### config.mk
export PLATFORM = sky130hd
export DESIGN_NAME = dm_arbiter
export DESIGN_NICKNAME = d
export VERILOG_FILES = /design/src/rtl/dm_arb_pkg.sv /design/src/rtl/dm_arbiter_rr_pick.sv /design/src/rtl/dm_arbiter.sv
export SDC_FILE = /design/constraint.sdc
export NUM_CORES = 1
export LEC_CHECK = 0
export CELL_PAD_IN_SITES_DETAIL_PLACEMENT = 0
export CELL_PAD_IN_SITES_GLOBAL_PLACEMENT = 1
export CORE_MARGIN = 2
export CORE_UTILIZATION = 19
export DETAILED_ROUTE_END_ITERATION = 16
export MAX_ROUTING_LAYER = met4
export PLACE_DENSITY = 0.93
export SLEW_MARGIN = 20
export SYNTH_ARGS = -nofsm -noshare
export SYNTH_HDL_FRONTEND = slang
export SYNTH_SLANG_ARGS = --single-unit
### constraint.sdc
create_clock -name clk -period 4.8 [get_ports clk]
set_input_delay 0.96 -clock clk [delete_from_list [all_inputs] [get_ports clk]]
set_output_delay 0.96 -clock clk [all_outputs]
set_load 0.1 [all_outputs]
### src/rtl/dm_arb_pkg.sv
// dm_arbiter shared definitions: requester ids, lock states,
// alignment helper.
package dm_arb_pkg;

  localparam logic M0 = 1'b0;
  localparam logic M1 = 1'b1;

  localparam int ALIGN_W = 2;

  typedef enum logic [1:0] {
    FREE = 2'd0,
    OWN0 = 2'd1,
    OWN1 = 2'd2
  } lock_st_t;

  function automatic logic is_aligned(input logic [31:0] a);
    return a[ALIGN_W-1:0] == '0;
  endfunction

endpackage

### src/rtl/dm_arbiter_rr_pick.sv
// Two-way round-robin picker; a set mask bit blocks that requester.
// Output grant is one-hot or zero.
module dm_rr_pick
  import dm_arb_pkg::*;
(
  input  logic       i_req0,
  input  logic       i_req1,
  input  logic       i_prio,
  input  logic [1:0] i_mask,
  output logic [1:0] o_gnt
);

  logic w_r0;
  logic w_r1;

  assign w_r0 = i_req0 & ~i_mask[0];
  assign w_r1 = i_req1 & ~i_mask[1];

  assign o_gnt[0] = w_r0 & (~w_r1 | (i_prio == M0));
  assign o_gnt[1] = w_r1 & (~w_r0 | (i_prio == M1));

endmodule

### src/rtl/dm_arbiter.sv
// Round-robin data-memory arbiter for MEM stage (m0) and debug port (m1).
// Optional ownership locking is built when DM_ARB_LOCK_EN is defined.
module dm_arbiter
  import dm_arb_pkg::*;
#(
  parameter int IDX_W    = 10,
  parameter int LOCK_MAX = 16
) (
  input  logic             clk,
  input  logic             reset,
  input  logic             m0_req,
  input  logic             m1_req,
  input  logic             m0_we,
  input  logic             m1_we,
  input  logic [31:0]      m0_addr,
  input  logic [31:0]      m1_addr,
  input  logic [31:0]      m0_wdata,
  input  logic [31:0]      m1_wdata,
  input  logic             m0_lock,
  input  logic             m1_lock,
  output logic             m0_gnt,
  output logic             m1_gnt,
  output logic             m0_rvalid,
  output logic             m1_rvalid,
  output logic             m0_err,
  output logic             m1_err,
  output logic [31:0]      m_rdata,
  output logic             dm_we,
  output logic [31:0]      dm_addr,
  output logic [IDX_W-1:0] dm_a,
  output logic [31:0]      dm_wd,
  input  logic [31:0]      dm_rd
);

  logic        r_prio;
  logic        r_rv0;
  logic        r_rv1;
  logic        r_er0;
  logic        r_er1;
  logic [31:0] r_rdata;

  logic [1:0]  w_mask;
  logic [1:0]  w_pick;
  logic        w_g0;
  logic        w_g1;
  logic        w_any;
  logic        w_we;
  logic        w_al;

  dm_rr_pick u_pick (
    .i_req0 (m0_req),
    .i_req1 (m1_req),
    .i_prio (r_prio),
    .i_mask (w_mask),
    .o_gnt  (w_pick)
  );

  assign w_g0  = w_pick[0] & ~reset;
  assign w_g1  = w_pick[1] & ~reset;
  assign w_any = w_g0 | w_g1;

  assign dm_addr = w_g1 ? m1_addr  : m0_addr;
  assign dm_wd   = w_g1 ? m1_wdata : m0_wdata;
  assign w_we    = w_g1 ? m1_we    : m0_we;
  assign dm_a    = dm_addr[IDX_W+1:2];
  assign w_al    = is_aligned(dm_addr);
  assign dm_we   = w_any & w_we & w_al;

  assign m0_gnt = w_g0;
  assign m1_gnt = w_g1;

  // Reset cancels a response that is already sitting in the registers.
  assign m0_rvalid = r_rv0 & ~reset;
  assign m1_rvalid = r_rv1 & ~reset;
  assign m0_err    = r_er0 & ~reset;
  assign m1_err    = r_er1 & ~reset;
  assign m_rdata   = r_rdata;

  always_ff @(posedge clk) begin
    if (reset) begin
      r_prio  <= M0;
      r_rv0   <= 1'b0;
      r_rv1   <= 1'b0;
      r_er0   <= 1'b0;
      r_er1   <= 1'b0;
      r_rdata <= '0;
    end else begin
      r_rv0 <= w_g0;
      r_rv1 <= w_g1;
      r_er0 <= w_g0 & ~w_al;
      r_er1 <= w_g1 & ~w_al;
      if (w_any) begin
        r_prio <= w_g1 ? M0 : M1;
        if (!w_al)
          r_rdata <= '0;
        else if (!w_we)
          r_rdata <= dm_rd;
      end
    end
  end

`ifdef DM_ARB_LOCK_EN
  localparam int CW = $clog2(LOCK_MAX + 1);
  localparam logic [CW-1:0] LMAX = CW'(LOCK_MAX);

  lock_st_t      r_st;
  logic [CW-1:0] r_cnt;
  logic [CW-1:0] w_cnt_nx;

  assign w_cnt_nx = r_cnt + CW'(1);

  always_comb begin
    w_mask = 2'b00;
    unique case (1'b1)
      (r_st == OWN0): w_mask = 2'b10;
      (r_st == OWN1): w_mask = 2'b01;
      default:        w_mask = 2'b00;
    endcase
  end

  // Hitting LOCK_MAX coincides with a grant, so prio already
  // points at the other requester when the lock is broken.
  always_ff @(posedge clk) begin
    if (reset) begin
      r_st  <= FREE;
      r_cnt <= '0;
    end else begin
      unique case (r_st)
        FREE: begin
          if (w_g0 && m0_lock) begin
            r_st  <= OWN0;
            r_cnt <= CW'(1);
          end else if (w_g1 && m1_lock) begin
            r_st  <= OWN1;
            r_cnt <= CW'(1);
          end
        end
        OWN0: begin
          if (!m0_req) begin
            r_st  <= FREE;
            r_cnt <= '0;
          end else if (w_g0) begin
            if (!m0_lock || w_cnt_nx == LMAX) begin
              r_st  <= FREE;
              r_cnt <= '0;
            end else begin
              r_cnt <= w_cnt_nx;
            end
          end
        end
        OWN1: begin
          if (!m1_req) begin
            r_st  <= FREE;
            r_cnt <= '0;
          end else if (w_g1) begin
            if (!m1_lock || w_cnt_nx == LMAX) begin
              r_st  <= FREE;
              r_cnt <= '0;
            end else begin
              r_cnt <= w_cnt_nx;
            end
          end
        end
        default: begin
          r_st  <= FREE;
          r_cnt <= '0;
        end
      endcase
    end
  end
`else
  logic w_unused;
  assign w_unused = &{1'b0, m0_lock, m1_lock};
  assign w_mask   = 2'b00;
`endif

endmodule

[Word-level counts from Yosys, hierarchy flattened]
Index checks and enable logic that the tools add are counted.
W data, S select, Z words.
Word-level totals
  bits in latches: 0
  register bits after elaboration: 37
  memories kept: 0
  bits in read-only memories: 0
  RAM bits: 0
Operators by class
  shift operators: 0
  bitwise gates (word level): 20
  reduce and logical (&&, ||, !) cells: 2
  divide/modulo/power cells: 0
  muxes and demuxes: 6
  magnitude comparators: 0
  $add $sub $neg: 0
  multipliers: 0
  equality and inequality tests: 1
Operators by type and width (number)
  $mux W32: 4
  $and A1 B1 Y1: 12
  $not A1 Y1: 5
  $or A1 B1 Y1: 3
  $logic_not A2 Y1: 1
  $mux W1: 2
  $ne A2 B2 Y1 const B: 1
  $reduce_and A2 Y1: 1

[Longest topological paths before layout]
Gate-level depths: netlist of run 1.
  depth in word-level cells: 8
  mapped depth: 9

[Modules after synthesis]
A second synthesis of run 1 with hierarchy kept.
Unflattened totals
  cell total of the unflattened synthesis: 322
  area, all modules: 2238.4 µm²
Modules (own cells, without submodules)
  dm_arbiter: area each 2205.9 µm², cells each 318, times used 1
  dm_rr_pick: area each 32.5 µm², cells each 4, times used 1

[Worst setup path after synthesis of run 1]
Ideal clock, no wire load.
  path kind: in2out
  from: input port reset
  to: output port m0_gnt
  buffers on the path: 1
  path slack: 0.477 ns
  cell stages on the path: 2
  arrival: 3.363 ns
  cell sequence: clkbuf_1 -> a211oi_1
On the way
  word-level cells in the longest chain between the ends: 2
Ends and longest elaborated chain
  from (decl): line dm_arbiter.sv:10  | input logic reset,
  $not A1 Y1: line dm_arbiter.sv:58  | assign w_g0 = w_pick[0] & ~reset;
  $and A1 B1 Y1: line dm_arbiter.sv:58
  to (decl): line dm_arbiter.sv:21  | output logic m0_gnt,
No other way between the ends.

[Final worst setup path of run 1]
  from: input port m1_req
  to: output port dm_addr[5]
On the way
  word-level cells in the longest chain between the ends: 3
Ends and longest elaborated chain
  from (decl): line dm_arbiter.sv:12  | input logic m1_req,
  $and A1 B1 Y1: line dm_arbiter_rr_pick.sv:20  | assign o_gnt[1] = w_r1 & (~w_r0 | (i_prio == M1));
  $and A1 B1 Y1: line dm_arbiter.sv:59  | assign w_g1 = w_pick[1] & ~reset;
  $mux W32: line dm_arbiter.sv:62  | assign dm_addr = w_g1 ? m1_addr : m0_addr;
  to (decl): line dm_arbiter.sv:29  | output logic [31:0] dm_addr,
No other way between the ends.

==> flow_metrics.tcl, run 1 <==
set metrics [dict create \
    clk_pin_slew_ns 0.06 \
    die_w_um 121 \
    grt_setup_unrepaired "false" \
    multi_input_area_sq_um 1620 \
    power-per-cell-area_nw_per_um2 257 \
    end_kind "output pin" \
    layout-drive-gt1-share_pct 15.5 \
    synth_top_area_share_pct 28.5 \
    setup.worst_path.class "input port to output pin" \
    synth_nets 560 \
    gr-total-overflow 0 \
    worstSetupStartpointType "input port" \
    worstMarginPinSlew_ns 1.00 \
    switchingPower_uw 731 \
    first_pass_iters 4 \
    synth-xor-area-share_pct 0 \
    swShare_pct 45.0 \
    yosysUniqueCellTypes 22 \
    hold_path_depth 2 \
    synthToLayoutAreaGrowth_pct 144 \
    diodes 0 \
    clock_skew_ns 0.00300 \
    die_h_um 121 \
    dr.first_iter.drc_count 168 \
    antenna_found_initial 0 \
    status "complete, no violations" \
    synth-compound-area-share_pct 9.50 \
    final_util_pct 47.6 \
    cts_buffers 5 \
    reg2reg_depth 5 \
    required_ns 3.84 \
    gp_congestion 0.734 \
    yosys-top-cells-area "dfxtp_1 (29%), nand2_1 (28%), mux2i_1 (12%), nand2b_1 (8.2%), o21ai_1 (3.7%)" \
    wirelength_mm 11.2 \
    core_sq_um 13300 \
    cts_max_level 2 \
    power_frac_seq_pct 19.8 \
    crit-reg2reg-launch "r_prio" \
    arrival_ns 3.07 \
    syn_area_sq_um 2590 \
    synth_top_area_cell "dfxtp_1" \
    ys_ff_latch 37 \
    clockBufferDepth 2 \
    ir_worst_vdd_mv 0.152 \
    clk_latency_ns 0.27 \
    worstPathMaxFanout 69 \
    holdPathEnd "m_rdata[1]" \
    leakage_uw 0.00281 \
    regArea_sq_um 741 \
    syn_avg_cell_area_sq_um 6.62 \
    grt_pass1_wl_mm 17.3 \
    row_count 42 \
    yosysSeqAreaShare_pct 28.5 \
    dieArea_sq_um 14600 \
    pwr-share-comb_pct 60.3 \
    finalCriticalPeriod_ns 4.03 \
    synth_top_family_by_area "simple AND/OR/NAND/NOR gates" \
    place.port_buffers 278 \
    period_share_pct 83.9 \
    fin_nets 813 \
    io_pins 281 \
    grtUsageTotal_pct 15.1 \
    synth_fa_ha_area_share_pct 0 \
    drt-vias-per-instance 4.13 \
    clkPwrFrac_pct 19.9 \
    synthesis.instances 392 \
    setup_tns_ns 0 \
    cts_root_buffer "clkbuf_16" \
    reg2reg_to "m_rdata[18]" \
    tritoncts "yes" \
    yosys.area_share.simple_pct 40.1 \
    cts_hold_buffers 0 \
    fmax_mhz 248 \
    intPower_uw 892 \
    postCtsSetupBuffers 0 \
    cts.sinks 37 \
    drc_errors 0 \
    cts_resized 0 \
    holdCritPathClass "flop to flop" \
    rrSetupSlack_ns 2.71 \
    maxCapViolations 0 \
    grt_pass1_vias 3388 \
    grt_max_degree 70 \
    nFillCells 1265 \
    wl_per_cell_um 13.6 \
    synth_mux_area_share_pct 12.3 \
    setup_viol 0 \
    report.final.slew_viol_count 0 \
    hold_viol 0 \
    initial_utilization_pct 19.5 \
    maxSlewHeadroom_pct 32.9 \
    hold_path.startpoint "m_rdata[1]" \
    postRouteAntennaNets 0 \
    vias 3389 \
    hpwl_mm 9.03 \
    synth_warnings 0 \
]
## routing by layer
layer / share of wire (%) / global-route usage, % / wire [um] / up-vias
li1: - / - / - / 1724
met1: 39 / 17.5 / 4420 / 1505
met2: 51 / 26.7 / 5740 / 151
met3: 8.3 / 3.85 / 931 / 9
met4: 1.0 / 2.54 / 113 / 0
met5: 0 / - / 0 / -
## per-stage QoR
stage | hold WS (ns) | total power (uW) | setup WS [ns] | cells | instance area [sq um]
after floorplan | 0.482 | 901 | 0.477 | 392 | 2590
after global placement | 0.461 | 1310 | 0.770 | 814 | 6180
after detailed placement | 0.465 | 1310 | 0.753 | 814 | 6180
after CTS | 0.476 | 1640 | 0.747 | 821 | 6320
after global routing | 0.501 | 1690 | 0.585 | 821 | 6320
final | 0.472 | 1620 | 0.771 | 821 | 6320
## cell usage after synthesis
cell / instances
a2111oi_4: 1
a211oi_1: 2
a21oi_1: 2
and2_1: 2
buf_2: 12
buf_4: 10
buf_6: 1
buf_8: 3
clkbuf_1: 12
dfxtp_1: 37
inv_1: 3
mux2i_1: 32
nand2_1: 193
nand2b_1: 34
nand2b_4: 2
nor2_1: 5
nor2b_1: 5
nor4_2: 1
o211ai_1: 1
o211ai_4: 1
o21ai_0: 14
o21ai_1: 19
## placed cells by master, fill, tap and decap left out
master	count
nor4_4	1
a2111oi_4	1
nand2_1	193
clkbuf_16	5
a21oi_1	2
o211ai_4	1
clkbuf_8	1
nand2b_1	34
o21ai_1	19
o21ai_0	14
nand2b_4	2
and2_1	2
o211ai_1	1
clkdlybuf4s50_1	197
a211oi_1	2
buf_12	77
nor2b_1	5
buf_4	10
inv_2	1
inv_1	2
dfxtp_1	37
nor2_1	5
mux2i_1	32
clkinvlp_4	1
## sequential cells by signal, indices dropped and copies added, names as in the netlist
signal	cells
r_rv0	1
r_er1	1
r_rv1	1
m_rdata	32
r_prio	1
r_er0	1
## critical path, cell delays in order
cell,delay (ns)
clkdlybuf4s50_1,0.53
nand2b_1,0.23
nand2b_4,0.17
buf_4,0.57
nand2_1,0.11
nand2_1,0.23
buf_12,0.21
## logic make-up (layout without fill, tap and decap cells)
family / Yosys count / count (layout)
and+or+nand+nor: 242 / 242
buffers and inverters: 41 / 294
AOI/OAI and AO/OA: 40 / 40
DFF: 37 / 37
muxes: 32 / 32
## worst max path at each step
stage                       from          to  slack (ns)  cells after the start
after detailed placement  m1_req       dm_we        0.75                      7
after global routing      m1_req       dm_we        0.59                      7
after global placement    m1_req       dm_we        0.77                      7
after CTS                 m1_req       dm_we        0.75                      7
after floorplan            reset      m0_gnt        0.48                      2
final                     m1_req  dm_addr[5]        0.77                      7
## layout make-up
type,instances,share of cell area (%)
Tap cell,176,3.48
Multi-Input combinational cell,314,25.5
Clock buffer,6,2.20
Clock inverter,1,0.119
Timing Repair Buffer,284,56.8
Inverter,3,0.178
Sequential cell,37,11.7
## power by group through the flow
stage | clock (uW) | sequential, uW | combinational (uW)
finish | 323 | 321 | 979
global route | 352 | 322 | 1010
CTS | 332 | 321 | 986
detailed placement | 0 | 328 | 984
global placement | 0 | 328 | 982
floorplan | 0 | 379 | 522
Note: power is estimated with default switching activity, not from simulation.
==> run 2: changes to the inputs <==
--- a/config.mk
+++ b/config.mk
@@ -8,10 +8,10 @@
 export CELL_PAD_IN_SITES_DETAIL_PLACEMENT = 0
 export CELL_PAD_IN_SITES_GLOBAL_PLACEMENT = 1
 export CORE_MARGIN = 2
-export CORE_UTILIZATION = 19
+export CORE_UTILIZATION = 15
 export DETAILED_ROUTE_END_ITERATION = 16
 export MAX_ROUTING_LAYER = met4
-export PLACE_DENSITY = 0.93
+export PLACE_DENSITY = 0.79
 export SLEW_MARGIN = 20
 export SYNTH_ARGS = -nofsm -noshare
 export SYNTH_HDL_FRONTEND = slang
==> constraint.sdc (replaced) <==
create_clock -name clk -period 3.3 [get_ports clk]
set_input_delay 0.66 -clock clk [delete_from_list [all_inputs] [get_ports clk]]
set_output_delay 0.66 -clock clk [all_outputs]
set_load 0.1 [all_outputs]
==> run 2 against run 1 <==
Clock skew hardly changed. Critical path depth is 1 higher. Routed wire length is 3.4% higher. Final cell count is 6.7% higher. Register-to-register slack got worse by 1.2 ns.
==> flow_metrics.tcl, run 2 (synthesized netlist as in run 1, its figures left out) <==
set metrics [dict create \
    clock_skew_ns 0.00303 \
    die_h_um 136 \
    tritoncts "yes" \
    holdCritPathClass "flop to flop" \
    cts_resized 0 \
    cts.sinks 37 \
    report.final.slew_viol_count 0 \
    grt_pass1_wl_mm 17.1 \
    dr.first_iter.drc_count 114 \
    hold_path.startpoint "m_rdata[22]" \
    end_kind "output pin" \
    final_common_cell "nand2_1" \
    grt_pass1_vias 3340 \
    hold_viol 0 \
    dieArea_sq_um 18400 \
    die_w_um 136 \
    reg2reg_depth 6 \
    power-per-cell-area_nw_per_um2 366 \
    hold_path_depth 2 \
    path_cells "clkdlybuf4s50_1 -> nand2b_1 -> nand2b_4 -> inv_2 -> buf_12 -> nand2_1 -> nand2_1 -> buf_12" \
    required_ns 2.64 \
    vias 3397 \
    worstMarginPinSlew_ns 0.412 \
    initial_utilization_pct 15.2 \
    period_share_pct 93.0 \
    place.port_buffers 278 \
    postCtsSetupBuffers 0 \
    cts_root_buffer "clkbuf_16" \
    clkPwrFrac_pct 18.9 \
    fin_nets 820 \
    leakage_uw 0.00293 \
    cts_max_level 2 \
    postRouteAntennaNets 0 \
    row_count 48 \
    gr-total-overflow 0 \
    clockBufferDepth 2 \
    clk_latency_ns 0.28 \
    worstPathMaxFanout 39 \
    ir_worst_vdd_mv 0.171 \
    wirelength_mm 11.6 \
    intPower_uw 1280 \
    pwr-share-comb_pct 61.3 \
    antenna_found_initial 0 \
    grt_setup_unrepaired "false" \
    setup_tns_ns 0 \
    cts_hold_buffers 0 \
    power_frac_seq_pct 19.9 \
    grt_max_degree 42 \
    drt-vias-per-instance 3.88 \
    gp_congestion 0.739 \
    cpPeakStageDelay_ns 0.41 \
    drc_errors 0 \
    reg2reg_to "m_rdata[6]" \
    holdPathEnd "m_rdata[22]" \
    clk_pin_slew_ns 0.05 \
    fmax_mhz 326 \
    cts_buffers 5 \
    most-common-layout-cells "nand2_1 (193), clkdlybuf4s50_1 (165), buf_12 (84)" \
    setup.worst_path.class "input port to output pin" \
    io_pins 281 \
    diodes 0 \
    largest_reg_flops 32 \
    finalCriticalPeriod_ns 3.07 \
    worstSetupStartpointType "input port" \
    switchingPower_uw 1070 \
    setup_viol 0 \
    synthToLayoutAreaGrowth_pct 148 \
    maxSlewHeadroom_pct 72.4 \
    rrSetupSlack_ns 1.49 \
    core_sq_um 17100 \
    layout-drive-gt1-share_pct 21.4 \
    first_pass_iters 4 \
    critical_path.slowest_cell "clkdlybuf4s50_1" \
    swShare_pct 45.4 \
    crit-reg2reg-launch "r_prio" \
    status "complete, no violations" \
    total_power_uw 2350 \
    grtUsageTotal_pct 12.0 \
    wl_per_cell_um 13.2 \
    maxCapViolations 0 \
    arrival_ns 2.41 \
    hpwl_mm 9.46 \
]
==> run 2: changes by cell type in the layout (fill, tap and decap cells not counted), sizes merged <==
cell,delta
buf,+39
clkbuf,-1
clkdlybuf4s50,-32
clkinv,+1
clkinvlp,-1
==> run 2: routing by layer <==
metal / share of wire, % / vias to the layer above / routed length (um) / GRT usage, %
met5: 0 / - / 0 / -
met4: 1.0 / 0 / 117 / 2.37
li1: - / 1742 / - / -
met2: 49 / 163 / 5650 / 19.9
met3: 6.4 / 11 / 737 / 2.24
met1: 44 / 1481 / 5070 / 15.4
==> run 2: final cells by class <==
class                      instances  area (sq um)
inverter                           3          11.3
tap                              225           282
multi-input combinational        314          1620
clock inverter                     1          5.00
timing repair buffer             291          3650
sequential                        37           741
fill                            1726         10700
clock buffer                       5           125
==> run 2: per-stage QoR <==
step,util (%),area [sq um],worst slack [ns],hold WS (ns),instances
5_1_grt,37.6,6430,0.121,0.498,876
2_1_floorplan,-,2600,0.00254,0.499,392
3_5_place_dp,36.8,6300,0.215,0.469,870
6_report,37.6,6430,0.231,0.474,876
3_3_place_gp,36.8,6300,0.236,0.463,870
4_1_cts,37.6,6430,0.207,0.478,876
==> run 2: power groups by stage <==
stage          Clock, uW  Sequential (uW)  Combinational [uW]
2_1_floorplan          0              552                 759
4_1_cts              457              468                1450
5_1_grt              474              469                1490
3_5_place_dp           0              477                1450
3_3_place_gp           0              477                1450
6_report             444              468                1440
==> run 2: worst max-delay path: cells and delay by family <==
kind | cells | cell delay, ns
buffers and inverters | 4 | 1.01
and+or+nand+nor | 4 | 0.71
==> run 2: worst max path at each step <==
| stage | startpoint | to | depth (start not counted) |
|---|---|---|---|
| final | reset | dm_addr[5] | 8 |
| after global routing | reset | dm_addr[5] | 8 |
| after CTS | reset | dm_addr[5] | 8 |
| after detailed placement | reset | dm_addr[5] | 8 |
| after global placement | reset | dm_a[4] | 8 |
| after floorplan | reset | dm_addr[10] | 9 |
==> run 3: changes to the inputs <==
--- a/config.mk
+++ b/config.mk
@@ -7,7 +7,7 @@
 export LEC_CHECK = 0
 export CELL_PAD_IN_SITES_DETAIL_PLACEMENT = 0
 export CELL_PAD_IN_SITES_GLOBAL_PLACEMENT = 1
-export CORE_MARGIN = 2
+export CORE_MARGIN = 4
 export CORE_UTILIZATION = 15
 export DETAILED_ROUTE_END_ITERATION = 16
 export MAX_ROUTING_LAYER = met4
==> run 3 against run 2 <==
Sequential share of layout area is essentially flat. Clock skew rose by 0.0010 ns. Global-route usage down 0.29 points. Flip-flop and latch count unchanged. Clock-buffer cell count grew 1. Final cell count fell by 0.80%. Sequential power about the same. Total power increased by 1.4%. Core utilization increased by 0.77 points. Largest cell class unchanged.
==> flow_metrics.tcl, run 3 (synthesized netlist as in run 1, its figures left out) <==
set metrics [dict create \
    grt_pass1_vias 3454 \
    clk_latency_ns 0.27 \
    gp_congestion 0.788 \
    cpPeakStageDelay_ns 0.41 \
    postRouteAntennaNets 0 \
    largest_reg_flops 32 \
    setup_viol 0 \
    clock_skew_ns 0.00405 \
    final_common_cell "nand2_1" \
    total_power_uw 2380 \
    cts_root_buffer "clkbuf_16" \
    drc_errors 0 \
    initial_utilization_pct 15.5 \
    period_share_pct 91.1 \
    maxCapViolations 0 \
    clockBufferDepth 2 \
    final_cells 869 \
    worst-path-buf-inv 4 \
    holdCritPathClass "flop to flop" \
    fin_nets 816 \
    row_count 47 \
    finalCriticalPeriod_ns 3.01 \
    grt_pass1_wl_mm 18.0 \
    cts_resized 0 \
    end_kind "output pin" \
    report.final.slew_viol_count 0 \
    cp_top_family "buffers and inverters" \
    grt_setup_unrepaired "false" \
    leakage_uw 0.00292 \
    grtUsageTotal_pct 11.8 \
    dr.first_iter.drc_count 117 \
    nFillCells 1722 \
    ir_worst_vdd_mv 0.167 \
    path_cells "clkdlybuf4s50_1 -> nand2b_1 -> nand2b_4 -> inv_2 -> buf_12 -> nand2_1 -> nand2_1 -> buf_12" \
    holdWs_ns 0.476 \
    setup.worst_path.class "input port to output pin" \
    core_sq_um 16800 \
    fmax_mhz 333 \
    maxSlewHeadroom_pct 74.4 \
    die_w_um 140 \
    final_util_pct 38.4 \
    placedCellCount 861 \
    gr-total-overflow 0 \
    power-per-cell-area_nw_per_um2 371 \
    critical_path.slowest_cell "clkdlybuf4s50_1" \
    die_h_um 140 \
    layout-drive-gt1-share_pct 21.0 \
    drt-vias-per-instance 3.90 \
    cts.sinks 37 \
    wl_per_cell_um 14.0 \
    synthToLayoutAreaGrowth_pct 148 \
    antenna_found_initial 1 \
    worstPathMaxFanout 33 \
    clk_pin_slew_ns 0.06 \
    arrival_ns 2.35 \
    multi_input_area_sq_um 1620 \
    setup_tns_ns 0 \
    worstSetupStartpointType "input port" \
    grt_max_degree 52 \
    cts_max_level 2 \
    regArea_sq_um 741 \
    postCtsSetupBuffers 0 \
    wirelength_mm 12.2 \
    tritoncts "yes" \
    status "complete, no violations" \
    hold_viol 0 \
    vias 3388 \
    cts_hold_buffers 0 \
    worstMarginPinSlew_ns 0.384 \
    first_pass_iters 4 \
    dieArea_sq_um 19500 \
    io_pins 281 \
    cts_buffers 5 \
    hpwl_mm 9.90 \
    most-common-layout-cells "nand2_1 (193), clkdlybuf4s50_1 (165), buf_12 (85)" \
    place.port_buffers 278 \
    required_ns 2.64 \
]
-- run 3: cell count changes in the layout (fill, tap and decap cells not counted) --
cell and delta:
buf_12 +1, clkinv_2 -1, clkbuf_8 +1, buf_4 -5, diode_2 +1, clkinvlp_4 +1
-- run 3: layout make-up --
class,count,share of cell area [%]
sequential,37,11.5
timing repair buffer,287,56.5
inverter,3,0.175
tap,220,4.28
clock buffer,6,2.16
multi-input combinational,314,25.2
antenna,1,0.0389
clock inverter,1,0.117
-- run 3: metal layers --
| metal | part of all wire, % | vias to the layer above | global-route usage, % |
|---|---|---|---|
| met2 | 52 | 165 | 21.7 |
| met5 | 0 | - | - |
| met3 | 6.3 | 12 | 2.02 |
| li1 | - | 1735 | - |
| met4 | 1.5 | 0 | 2.80 |
| met1 | 41 | 1476 | 13.2 |
-- run 3: power breakdown --
group	leakage (uW)	internal (uW)	total [uW]	switching [uW]
combinational	0.00255	552	1440	889
clock	0.0000690	296	477	181
sequential	0.000300	461	468	6.95
total	0.00292	1310	2380	1080
-- run 3: worst register-to-register path, delay by kind of cell (launching register included) --
family                 cells  cell delay, ns
buffers and inverters      2            0.47
flip-flops                 1            0.40
AND/OR/NAND/NOR            2            0.27
multiplexers               1            0.26
AO/OA/AOI/OAI              1            0.22
-- run 3: stage by stage --
| step | instance area, sq um | setup WS [ns] |
|---|---|---|
| 2_1_floorplan | 2600 | 0.00254 |
| 3_3_place_gp | 6280 | 0.273 |
| 3_5_place_dp | 6280 | 0.271 |
| 4_1_cts | 6420 | 0.265 |
| 5_1_grt | 6430 | 0.179 |
| 6_report | 6430 | 0.293 |
-- run 3: final timing paths --
path	startpoint	endpoint	slack (ns)	depth (start not counted)
setup / recovery	reset	dm_a[2]	0.29	8
hold / removal	m_rdata[29]	m_rdata[29]	0.48	2
setup reg to reg	r_prio	m_rdata[0]	1.61	6
hold reg to reg	m_rdata[29]	m_rdata[29]	0.48	2
